==> config.mk <==
export PLATFORM = sky130hd
export DESIGN_NAME = alu_issue_unit
export DESIGN_NICKNAME = d
export VERILOG_FILES = /design/src/rtl/alu_issue_unit.sv
export SDC_FILE = /design/constraint.sdc
export NUM_CORES = 1
export LEC_CHECK = 0
export CAP_MARGIN = 15
export CORE_ASPECT_RATIO = 0.8
export CORE_UTILIZATION = 40
export DETAILED_ROUTE_END_ITERATION = 10
export PLACE_DENSITY = 0.82
export SYNTH_ARGS = -nofsm -noshare
export SYNTH_HDL_FRONTEND = slang
export SYNTH_SLANG_ARGS = --single-unit
==> constraint.sdc <==
create_clock -name i_clk -period 2.9 [get_ports i_clk]
set_input_delay 0.725 -clock i_clk [delete_from_list [all_inputs] [get_ports i_clk]]
set_output_delay 0.725 -clock i_clk [all_outputs]
set_load 0.05 [all_outputs]
==> src/rtl/alu_issue_unit.sv <==
// Decodes a MIPS instruction to ALU control/operands, holds them for ISSUE_CYCLES, then returns the captured result over valid/ready.
// Optional feature macro ILLEGAL_TRAP_EN: adds o_out_illegal and forces result/taken to 0 for undecodable instructions.
module alu_issue_unit #(
    parameter int ISSUE_CYCLES = 1
) (
    input  logic        i_clk,
    input  logic        i_reset,
    input  logic        i_in_valid,
    output logic        o_in_ready,
    input  logic [31:0] i_instr,
    input  logic [31:0] i_rs_data,
    input  logic [31:0] i_rt_data,
    output logic [31:0] o_alu_a,
    output logic [31:0] o_alu_b,
    output logic [3:0]  o_alu_ctrl,
    input  logic [31:0] i_alu_w,
    input  logic        i_alu_zero,
    output logic        o_out_valid,
    input  logic        i_out_ready,
    output logic [31:0] o_out_result,
    output logic        o_out_taken
`ifdef ILLEGAL_TRAP_EN
    ,
    output logic        o_out_illegal
`endif
);
    localparam int CW = (ISSUE_CYCLES > 1) ? $clog2(ISSUE_CYCLES) : 1;
    localparam logic [CW-1:0] CNT_INIT = CW'(ISSUE_CYCLES - 1);

    typedef enum logic [1:0] {S_IDLE, S_EXEC, S_DONE} state_t;
    typedef enum logic [1:0] {BR_NONE, BR_EQ, BR_NE} br_t;

    state_t         r_state, w_next;
    br_t            r_br, w_br;
    logic [CW-1:0]  r_cnt;
    logic [31:0]    r_alu_a, r_alu_b, w_alu_a, w_alu_b;
    logic [3:0]     r_alu_ctrl, w_alu_ctrl;
    logic [31:0]    r_out_result;
    logic           r_out_taken;
    logic           w_accept, w_capture, w_taken;

    logic [5:0]     w_op, w_funct;
    logic [4:0]     w_shamt;
    logic [31:0]    w_simm, w_zimm;
    logic [9:0]     w_unused_fields;

    assign w_op            = i_instr[31:26];
    assign w_funct         = i_instr[5:0];
    assign w_shamt         = i_instr[10:6];
    assign w_simm          = {{16{i_instr[15]}}, i_instr[15:0]};
    assign w_zimm          = {16'b0, i_instr[15:0]};
    assign w_unused_fields = i_instr[25:16];

    always_comb begin
        w_alu_ctrl = 4'hF;
        w_alu_a    = '0;
        w_alu_b    = '0;
        w_br       = BR_NONE;
        case (w_op)
            6'h00: begin
                w_alu_a = i_rs_data;
                w_alu_b = i_rt_data;
                case (w_funct)
                    6'h20: w_alu_ctrl = 4'h2;
                    6'h21: w_alu_ctrl = 4'h8;
                    6'h22: w_alu_ctrl = 4'h6;
                    6'h23: w_alu_ctrl = 4'h9;
                    6'h24: w_alu_ctrl = 4'h0;
                    6'h25: w_alu_ctrl = 4'h1;
                    6'h26: w_alu_ctrl = 4'hA;
                    6'h27: w_alu_ctrl = 4'hC;
                    6'h2A: w_alu_ctrl = 4'h7;
                    6'h2B: w_alu_ctrl = 4'hB;
                    6'h00: begin w_alu_ctrl = 4'h3; w_alu_a = {27'b0, w_shamt}; end
                    6'h02: begin w_alu_ctrl = 4'h4; w_alu_a = {27'b0, w_shamt}; end
                    6'h03: begin w_alu_ctrl = 4'hD; w_alu_a = {27'b0, w_shamt}; end
                    6'h04: begin w_alu_ctrl = 4'h3; w_alu_a = {27'b0, i_rs_data[4:0]}; end
                    6'h06: begin w_alu_ctrl = 4'h4; w_alu_a = {27'b0, i_rs_data[4:0]}; end
                    6'h07: begin w_alu_ctrl = 4'hD; w_alu_a = {27'b0, i_rs_data[4:0]}; end
                    default: begin w_alu_a = '0; w_alu_b = '0; end
                endcase
            end
            6'h08: begin w_alu_ctrl = 4'h2; w_alu_a = i_rs_data; w_alu_b = w_simm; end
            6'h09: begin w_alu_ctrl = 4'h8; w_alu_a = i_rs_data; w_alu_b = w_simm; end
            6'h0A: begin w_alu_ctrl = 4'h7; w_alu_a = i_rs_data; w_alu_b = w_simm; end
            6'h0B: begin w_alu_ctrl = 4'hB; w_alu_a = i_rs_data; w_alu_b = w_simm; end
            6'h0C: begin w_alu_ctrl = 4'h0; w_alu_a = i_rs_data; w_alu_b = w_zimm; end
            6'h0D: begin w_alu_ctrl = 4'h1; w_alu_a = i_rs_data; w_alu_b = w_zimm; end
            6'h0E: begin w_alu_ctrl = 4'hA; w_alu_a = i_rs_data; w_alu_b = w_zimm; end
            6'h0F: begin w_alu_ctrl = 4'hE; w_alu_b = w_zimm; end
            6'h04: begin w_alu_ctrl = 4'h6; w_alu_a = i_rs_data; w_alu_b = i_rt_data; w_br = BR_EQ; end
            6'h05: begin w_alu_ctrl = 4'h6; w_alu_a = i_rs_data; w_alu_b = i_rt_data; w_br = BR_NE; end
            default: ;
        endcase
    end

    always_ff @(posedge i_clk) begin
        if (i_reset) r_state <= S_IDLE;
        else         r_state <= w_next;
    end

    always_comb begin
        w_next = r_state;
        case (r_state)
            S_IDLE:  if (i_in_valid) w_next = S_EXEC;
            S_EXEC:  if (r_cnt == '0) w_next = S_DONE;
            S_DONE:  if (i_out_ready) w_next = S_IDLE;
            default: w_next = S_IDLE;
        endcase
    end

    assign w_accept  = (r_state == S_IDLE) && i_in_valid;
    assign w_capture = (r_state == S_EXEC) && (r_cnt == '0);
    assign w_taken   = (r_br == BR_EQ) ? i_alu_zero :
                       (r_br == BR_NE) ? ~i_alu_zero : 1'b0;

    // Code 1111 is produced only for undecodable instructions, so it doubles as the illegal marker.
    always_ff @(posedge i_clk) begin
        if (i_reset) begin
            r_alu_a      <= '0;
            r_alu_b      <= '0;
            r_alu_ctrl   <= '0;
            r_br         <= BR_NONE;
            r_cnt        <= '0;
            r_out_result <= '0;
            r_out_taken  <= 1'b0;
`ifdef ILLEGAL_TRAP_EN
            o_out_illegal <= 1'b0;
`endif
        end else if (w_accept) begin
            r_alu_a    <= w_alu_a;
            r_alu_b    <= w_alu_b;
            r_alu_ctrl <= w_alu_ctrl;
            r_br       <= w_br;
            r_cnt      <= CNT_INIT;
`ifdef ILLEGAL_TRAP_EN
            o_out_illegal <= 1'b0;
`endif
        end else if (w_capture) begin
`ifdef ILLEGAL_TRAP_EN
            r_out_result  <= (r_alu_ctrl == 4'hF) ? '0 : i_alu_w;
            r_out_taken   <= (r_alu_ctrl == 4'hF) ? 1'b0 : w_taken;
            o_out_illegal <= (r_alu_ctrl == 4'hF);
`else
            r_out_result <= i_alu_w;
            r_out_taken  <= w_taken;
`endif
        end else if (r_state == S_EXEC) begin
            r_cnt <= r_cnt - 1'b1;
        end
    end

    assign o_in_ready   = (r_state == S_IDLE);
    assign o_out_valid  = (r_state == S_DONE);
    assign o_alu_a      = r_alu_a;
    assign o_alu_b      = r_alu_b;
    assign o_alu_ctrl   = r_alu_ctrl;
    assign o_out_result = r_out_result;
    assign o_out_taken  = r_out_taken;
endmodule

==> flow_summary_export.csv, run 1 <==
group,metric,value,unit
outcome,status,"completed",
critical_path,crit_path_end_kind,"flip-flop",
final_layout,stdcell_count,840,
flow_run,drv_cap,0,
placement,place_ws,-37.1,ps
pwr,ir_worst_vdd,383,uV
yosys,yosys.area.top_type_share,49.2,%
clocking,cts_setup_buffers,0,
route,drtAntennaViolNets,0,
clocking,cts_buffers,9,
clocking,root_buffer,"clkbuf_16",
critical_path,r2r_end,"o_alu_a[15]",
yosys,avgSynthCellArea,8.93,um^2
route,via_count,4632,
yosys,async_reset_ff_share,0,%
critical_path,critPathLaunchType,"input port",
critical_path,cp.arrival,2870,ps
global_route,grt_pass1_wl,21300,um
clocking,cts_tree,"built",
floorplanning,start_util,41.6,%
yosys,synth_cell_type_count,48,
critical_path,crit_type,"in -> reg",
yosys,syn-num-nets,616,
final_layout,n_fill_cell,823,
critical_path,crit_path_start,"i_in_valid",
sta,hold_viol,0,
route,vias_per_cell,5.51,
critical_path,cp.required,3180,ps
sta,setup_ws,309,ps
yosys,ys_warn_count,0,
placement,place_area,6720,um^2
final_layout,drive_gt1_share,6.71,%
critical_path,reg2reg_depth,5,
sta,clock_skew,5.49,ps
floorplanning,dieHeight,94.9,um
critical_path,reg2reg_slack,740,ps
floorplanning,ios,236,
pwr,cellPowerDensity,478,nW/um^2
placement,dpl.hpwl,10000,um
route,avgRoutedWirePerCell,16.3,um
critical_path,reg2reg_from,"r_state[0]",
sta,rsz0062_at_grt,"no",
global_route,grt_use_total,24.0,%
yosys,netlist_area,4310,um^2
yosys,synth_edf_count,0,
yosys,synth.area.top_cells,"dfxtp_1 (49%), nand2_1 (8.6%), a22o_1 (5.5%)",
route,dr.pass1.iters,6,
min_path,min_path_type,"reg -> reg",
route,drc,0,
clocking,cts_sinks,106,
yosys,seq_area_frac_synth,49.2,%
clocking,htree_num_levels,3,
global_route,grt_overflow,0,
route,wirelength,13700,um
final_layout,syn2layout_area_growth,62.7,%
clocking,ctsLongestPathBuffers,2,
placement,dp_cells,824,
yosys,yosys.area.top_type,"dfxtp_1",
yosys,netlist_instances,483,
placement,port_buffers,225,
route,drt_iter0_drc,354,
floorplanning,die_area,11200,um^2
final_layout,diodes,0,
clocking,post_cts_resized,0,
floorplanning,core_area,10400,um^2
clocking,clkLatencyLatePin,340,ps
global_route,grt_max_degree,48,
sta,drv_slew,0,
sta,period_needed,2590,ps
sta,fmax,0.386,GHz
floorplanning,die_width,118,um
sta,setup_viol,0,
yosys,ys_ff_latch,106,
global_route,antenna_found_initial,0,
floorplanning,num_rows,33,
min_path,hold_end,"o_out_result[21]",
sta,worstMarginPinSlew,1140,ps
final_layout,layout.nets,828,
sta,timing.final.crit_share,89.3,%
min_path,min_path_cells,2,
global_route,first_global_vias,4334,
critical_path,crit_path_max_fanout,47,
final_layout,final_area,7020,um^2
clocking,cts.clk_slew.worst_paths,70,ps
sta,hold_slack,453,ps
clocking,holdBufCountCts,0,
pwr,power.leakage,2.43,nW
yosys,ys.flop_type,"dfxtp_1",
sta,relSlewSlack,23.7,%
min_path,min_from,"o_out_result[21]",
placement,gp_congestion,0.807,
-- state kept, by name, summed over array words and instances (netlist names) --
| register | cells |
|---|---|
| o_alu_a | 32 |
| o_alu_b | 32 |
| o_out_result | 32 |
| o_alu_ctrl | 4 |
| r_br | 2 |
| r_state | 2 |
| o_out_taken | 1 |
| r_cnt | 1 |
-- cells by family (layout without fill, tap and decap cells) --
group | Yosys count | in the layout | synth area share [%]
AOI/OAI and AO/OA | 170 | 170 | 27.9
buffers and inverters | 45 | 262 | 4.90
DFF | 106 | 106 | 49.2
muxes | 2 | 2 | 0.493
and+or+nand+nor | 160 | 160 | 17.5
-- layer usage --
metal  track usage [%]  vias up  wire (um)
met2              42.0      230       6650
met3              8.09       30       1210
met1              27.5     2183       5540
li1                  -     2189          -
met4              8.23        0        314
met5                 0        -          0
-- synth_stat cells (4+ instances only) --
| library cell | n |
|---|---|
| nor2b_1 | 12 |
| a222oi_1 | 16 |
| a22oi_1 | 6 |
| o21ai_0 | 12 |
| buf_2 | 10 |
| a32oi_1 | 5 |
| nor2_1 | 16 |
| inv_1 | 5 |
| clkbuf_1 | 24 |
| nand2b_1 | 7 |
| o21ai_1 | 30 |
| nand2_1 | 99 |
| dfxtp_1 | 106 |
| a21oi_1 | 37 |
| a22o_1 | 27 |
| a221oi_1 | 17 |
| buf_6 | 4 |
-- worst max-delay path, cell delays in order --
cell,delay (ps)
clkdlybuf4s50_1,430
nor3b_1,150
buf_4,150
nor2_4,840
buf_4,390
a22o_1,190
-- final cells by class --
| cell class | instances | area [um^2] | share of cell area, % |
|---|---|---|---|
| clock buffers | 10 | 229 | 3.26 |
| clock inverters | 6 | 67.6 | 0.963 |
| repair buffers | 241 | 2410 | 34.3 |
| multi-input cells | 332 | 2000 | 28.4 |
| flip-flops and latches | 106 | 2120 | 30.2 |
| well taps | 140 | 175 | 2.50 |
| inverters | 5 | 18.8 | 0.267 |
-- stage by stage --
| step | power (mW) | utilization, % | TNS (ps) |
|---|---|---|---|
| finish | 3.36 | 67.7 | 0 |
| global route | 3.49 | 67.7 | 0 |
| CTS | 3.39 | 67.7 | 0 |
| detailed placement | 2.18 | 64.9 | -416 |
| global placement | 2.17 | 64.9 | 0 |
| floorplan | 1.86 | - | 0 |
-- worst max-delay path by stage --
stage                        endpoint
after floorplan           o_alu_b[15]
after global placement    o_alu_a[14]
after detailed placement  o_alu_a[15]
after CTS                 o_alu_a[15]
after global routing      o_alu_a[15]
final                     o_alu_a[15]
-- placed cells by master, fill, tap and decap left out, types with 2 or more instances in the layout --
cell | netlist | routed
a22oi_1 | 6 | 6
buf_12 | 0 | 3
clkbuf_16 | 0 | 9
dfxtp_1 | 106 | 106
a222oi_1 | 16 | 16
a21oi_1 | 37 | 37
nand2_1 | 99 | 99
o2111ai_1 | 2 | 2
nor4_1 | 3 | 3
nand3_1 | 3 | 3
nand2b_1 | 7 | 7
or2_2 | 3 | 3
o211a_1 | 2 | 2
a221oi_1 | 17 | 17
nor2_1 | 16 | 14
nor4_4 | 2 | 2
clkinv_4 | 0 | 2
nor3_1 | 3 | 3
clkdlybuf4s50_1 | 0 | 225
o21ai_1 | 30 | 30
a22o_1 | 27 | 27
or3_1 | 3 | 3
buf_4 | 0 | 13
o211ai_1 | 2 | 2
o21ai_0 | 12 | 12
a311oi_1 | 2 | 2
clkinvlp_4 | 0 | 2
a211oi_1 | 3 | 3
inv_1 | 5 | 5
nor2b_1 | 12 | 12
a32oi_1 | 5 | 5
-- power breakdown --
group / internal [mW] / switching [mW]
clock: 0.671 / 0.534
combinational: 0.282 / 0.350
sequential: 1.50 / 0.0233
Power figures use the tool's default switching activity.
==> inputs of run 2 (changes only) <==
==> constraint.sdc (replaced) <==
create_clock -name i_clk -period 3.2 [get_ports i_clk]
set_input_delay 0.48 -clock i_clk [delete_from_list [all_inputs] [get_ports i_clk]]
set_output_delay 0.48 -clock i_clk [all_outputs]
set_load 0.05 [all_outputs]
==> run 2 against run 1 <==
Compared with the run above: via count decreased by 1.5%; final area decreased by 1.1%; combinational power decreased by 11%; power decreased by 9.0%; clock-buffer cell count decreased by 1; critical path depth decreased by 1; clock skew decreased by 1.5 ps; hold slack got worse by 1.4 ps; clock power decreased by 7%; non-clock buffer count decreased by 6; core utilization decreased by 0.74 points; global-route usage decreased by 0.15 points; largest cell class unchanged.
==> flow_summary_export.csv, run 2 (synthesized netlist as in run 1, its figures left out) <==
group,metric,value,unit
placement,place_area,6640,um^2
clocking,htree_num_levels,3,
clocking,post_cts_resized,0,
sta,relSlewSlack,45.3,%
min_path,min_path_type,"reg -> reg",
clocking,cts_sinks,106,
placement,dpl.hpwl,9800,um
floorplanning,start_util,41.6,%
sta,worstMarginPinSlew,819,ps
global_route,antenna_found_initial,0,
clocking,root_buffer,"clkbuf_16",
clocking,cts.clk_slew.worst_paths,70,ps
critical_path,critPathLaunchType,"input port",
route,via_count,4561,
floorplanning,dieHeight,94.9,um
final_layout,final_common_cell,"clkdlybuf4s50_1",
outcome,status,"completed",
pwr,power.leakage,2.40,nW
final_layout,final_area,6940,um^2
sta,setup_viol,0,
global_route,grt_max_degree,38,
global_route,grt_overflow,0,
final_layout,layout_common_cells,"clkdlybuf4s50_1 (225), dfxtp_1 (106), nand2_1 (99)",
pwr,ir_worst_vdd,311,uV
final_layout,n_fill_cell,805,
flow_run,drv_cap,0,
sta,rsz0062_at_grt,"no",
critical_path,cp.arrival,2610,ps
placement,port_buffers,225,
final_layout,diodes,0,
global_route,grt_use_total,23.8,%
final_layout,syn2layout_area_growth,61.0,%
final_layout,drive_gt1_share,6.05,%
clocking,ctsLongestPathBuffers,2,
sta,period_needed,2330,ps
clocking,holdBufCountCts,0,
pwr,cellPowerDensity,440,nW/um^2
route,vias_per_cell,5.47,
sta,hold_viol,0,
placement,gp_congestion,0.793,
route,drc,0,
floorplanning,die_area,11200,um^2
route,avgRoutedWirePerCell,16.3,um
clocking,cts_setup_buffers,0,
global_route,grt_pass1_wl,21100,um
floorplanning,die_width,118,um
floorplanning,core_area,10400,um^2
final_layout,layout.nets,822,
route,dr.pass1.iters,5,
sta,drv_slew,0,
critical_path,crit_path_max_fanout,33,
route,drtAntennaViolNets,0,
sta,timing.final.crit_share,72.9,%
critical_path,cp.required,3480,ps
sta,finalSetupTns,0,ps
sta,fmax,0.428,GHz
route,wirelength,13600,um
critical_path,crit_type,"in -> reg",
floorplanning,ios,236,
global_route,first_global_vias,4261,
sta,clock_skew,3.99,ps
clocking,cts_tree,"built",
clocking,clkLatencyLatePin,350,ps
route,drt_iter0_drc,382,
clocking,cts_buffers,9,
critical_path,crit_path_end_kind,"flip-flop",
floorplanning,num_rows,33,
[run 2: per-stage QoR]
stage | std cells | hold WS (ps) | worst slack, ps | power (mW) | utilization [%]
floorplan | 483 | 435 | 1300 | 1.69 | -
global route | 834 | 476 | 750 | 3.18 | 67.0
CTS | 834 | 455 | 900 | 3.08 | 67.0
finish | 834 | 452 | 866 | 3.06 | 67.0
global placement | 818 | 442 | 618 | 1.96 | 64.1
detailed placement | 818 | 446 | 551 | 1.97 | 64.1
[run 2: area by class of cell]
type	count	area [um^2]	area share, %
Clock buffer	9	225	3.24
Clock inverter	7	77.6	1.12
Inverter	5	18.8	0.270
Multi-Input combinational cell	332	2000	28.7
Sequential cell	106	2120	30.6
Tap cell	140	175	2.52
Timing Repair Buffer	235	2330	33.5
[run 2: per-layer routing]
layer  vias up  global-route usage, %  share of wire, %
li1       2181                      -                 -
met4         0                   9.40               2.3
met3        29                   7.37               8.0
met2       209                   41.0                49
met5         -                      0                 0
met1      2142                   27.9                41
[run 2: worst paths after layout]
check	startpoint	endpoint	slack, ps	cells past startpoint
worst max register to register	r_state[0]	o_alu_b[5]	1130	5
worst min register to register	o_out_result[30]	o_out_result[30]	450	2
worst min-delay path	o_out_result[30]	o_out_result[30]	450	2
worst max-delay path	i_reset	o_alu_b[5]	870	5
[run 2: where the power goes]
part	leakage (nW)	switching, mW	internal, mW
Sequential	0.860	0.0210	1.36
Combinational	1.39	0.316	0.248
Clock	0.146	0.501	0.614
Total	2.40	0.837	2.22
[run 2: worst max-delay path: stages]
cell and delay (ps):
clkdlybuf4s50_1 600, nor2_4 740, buf_4 460, a222oi_1 190, o21ai_1 110
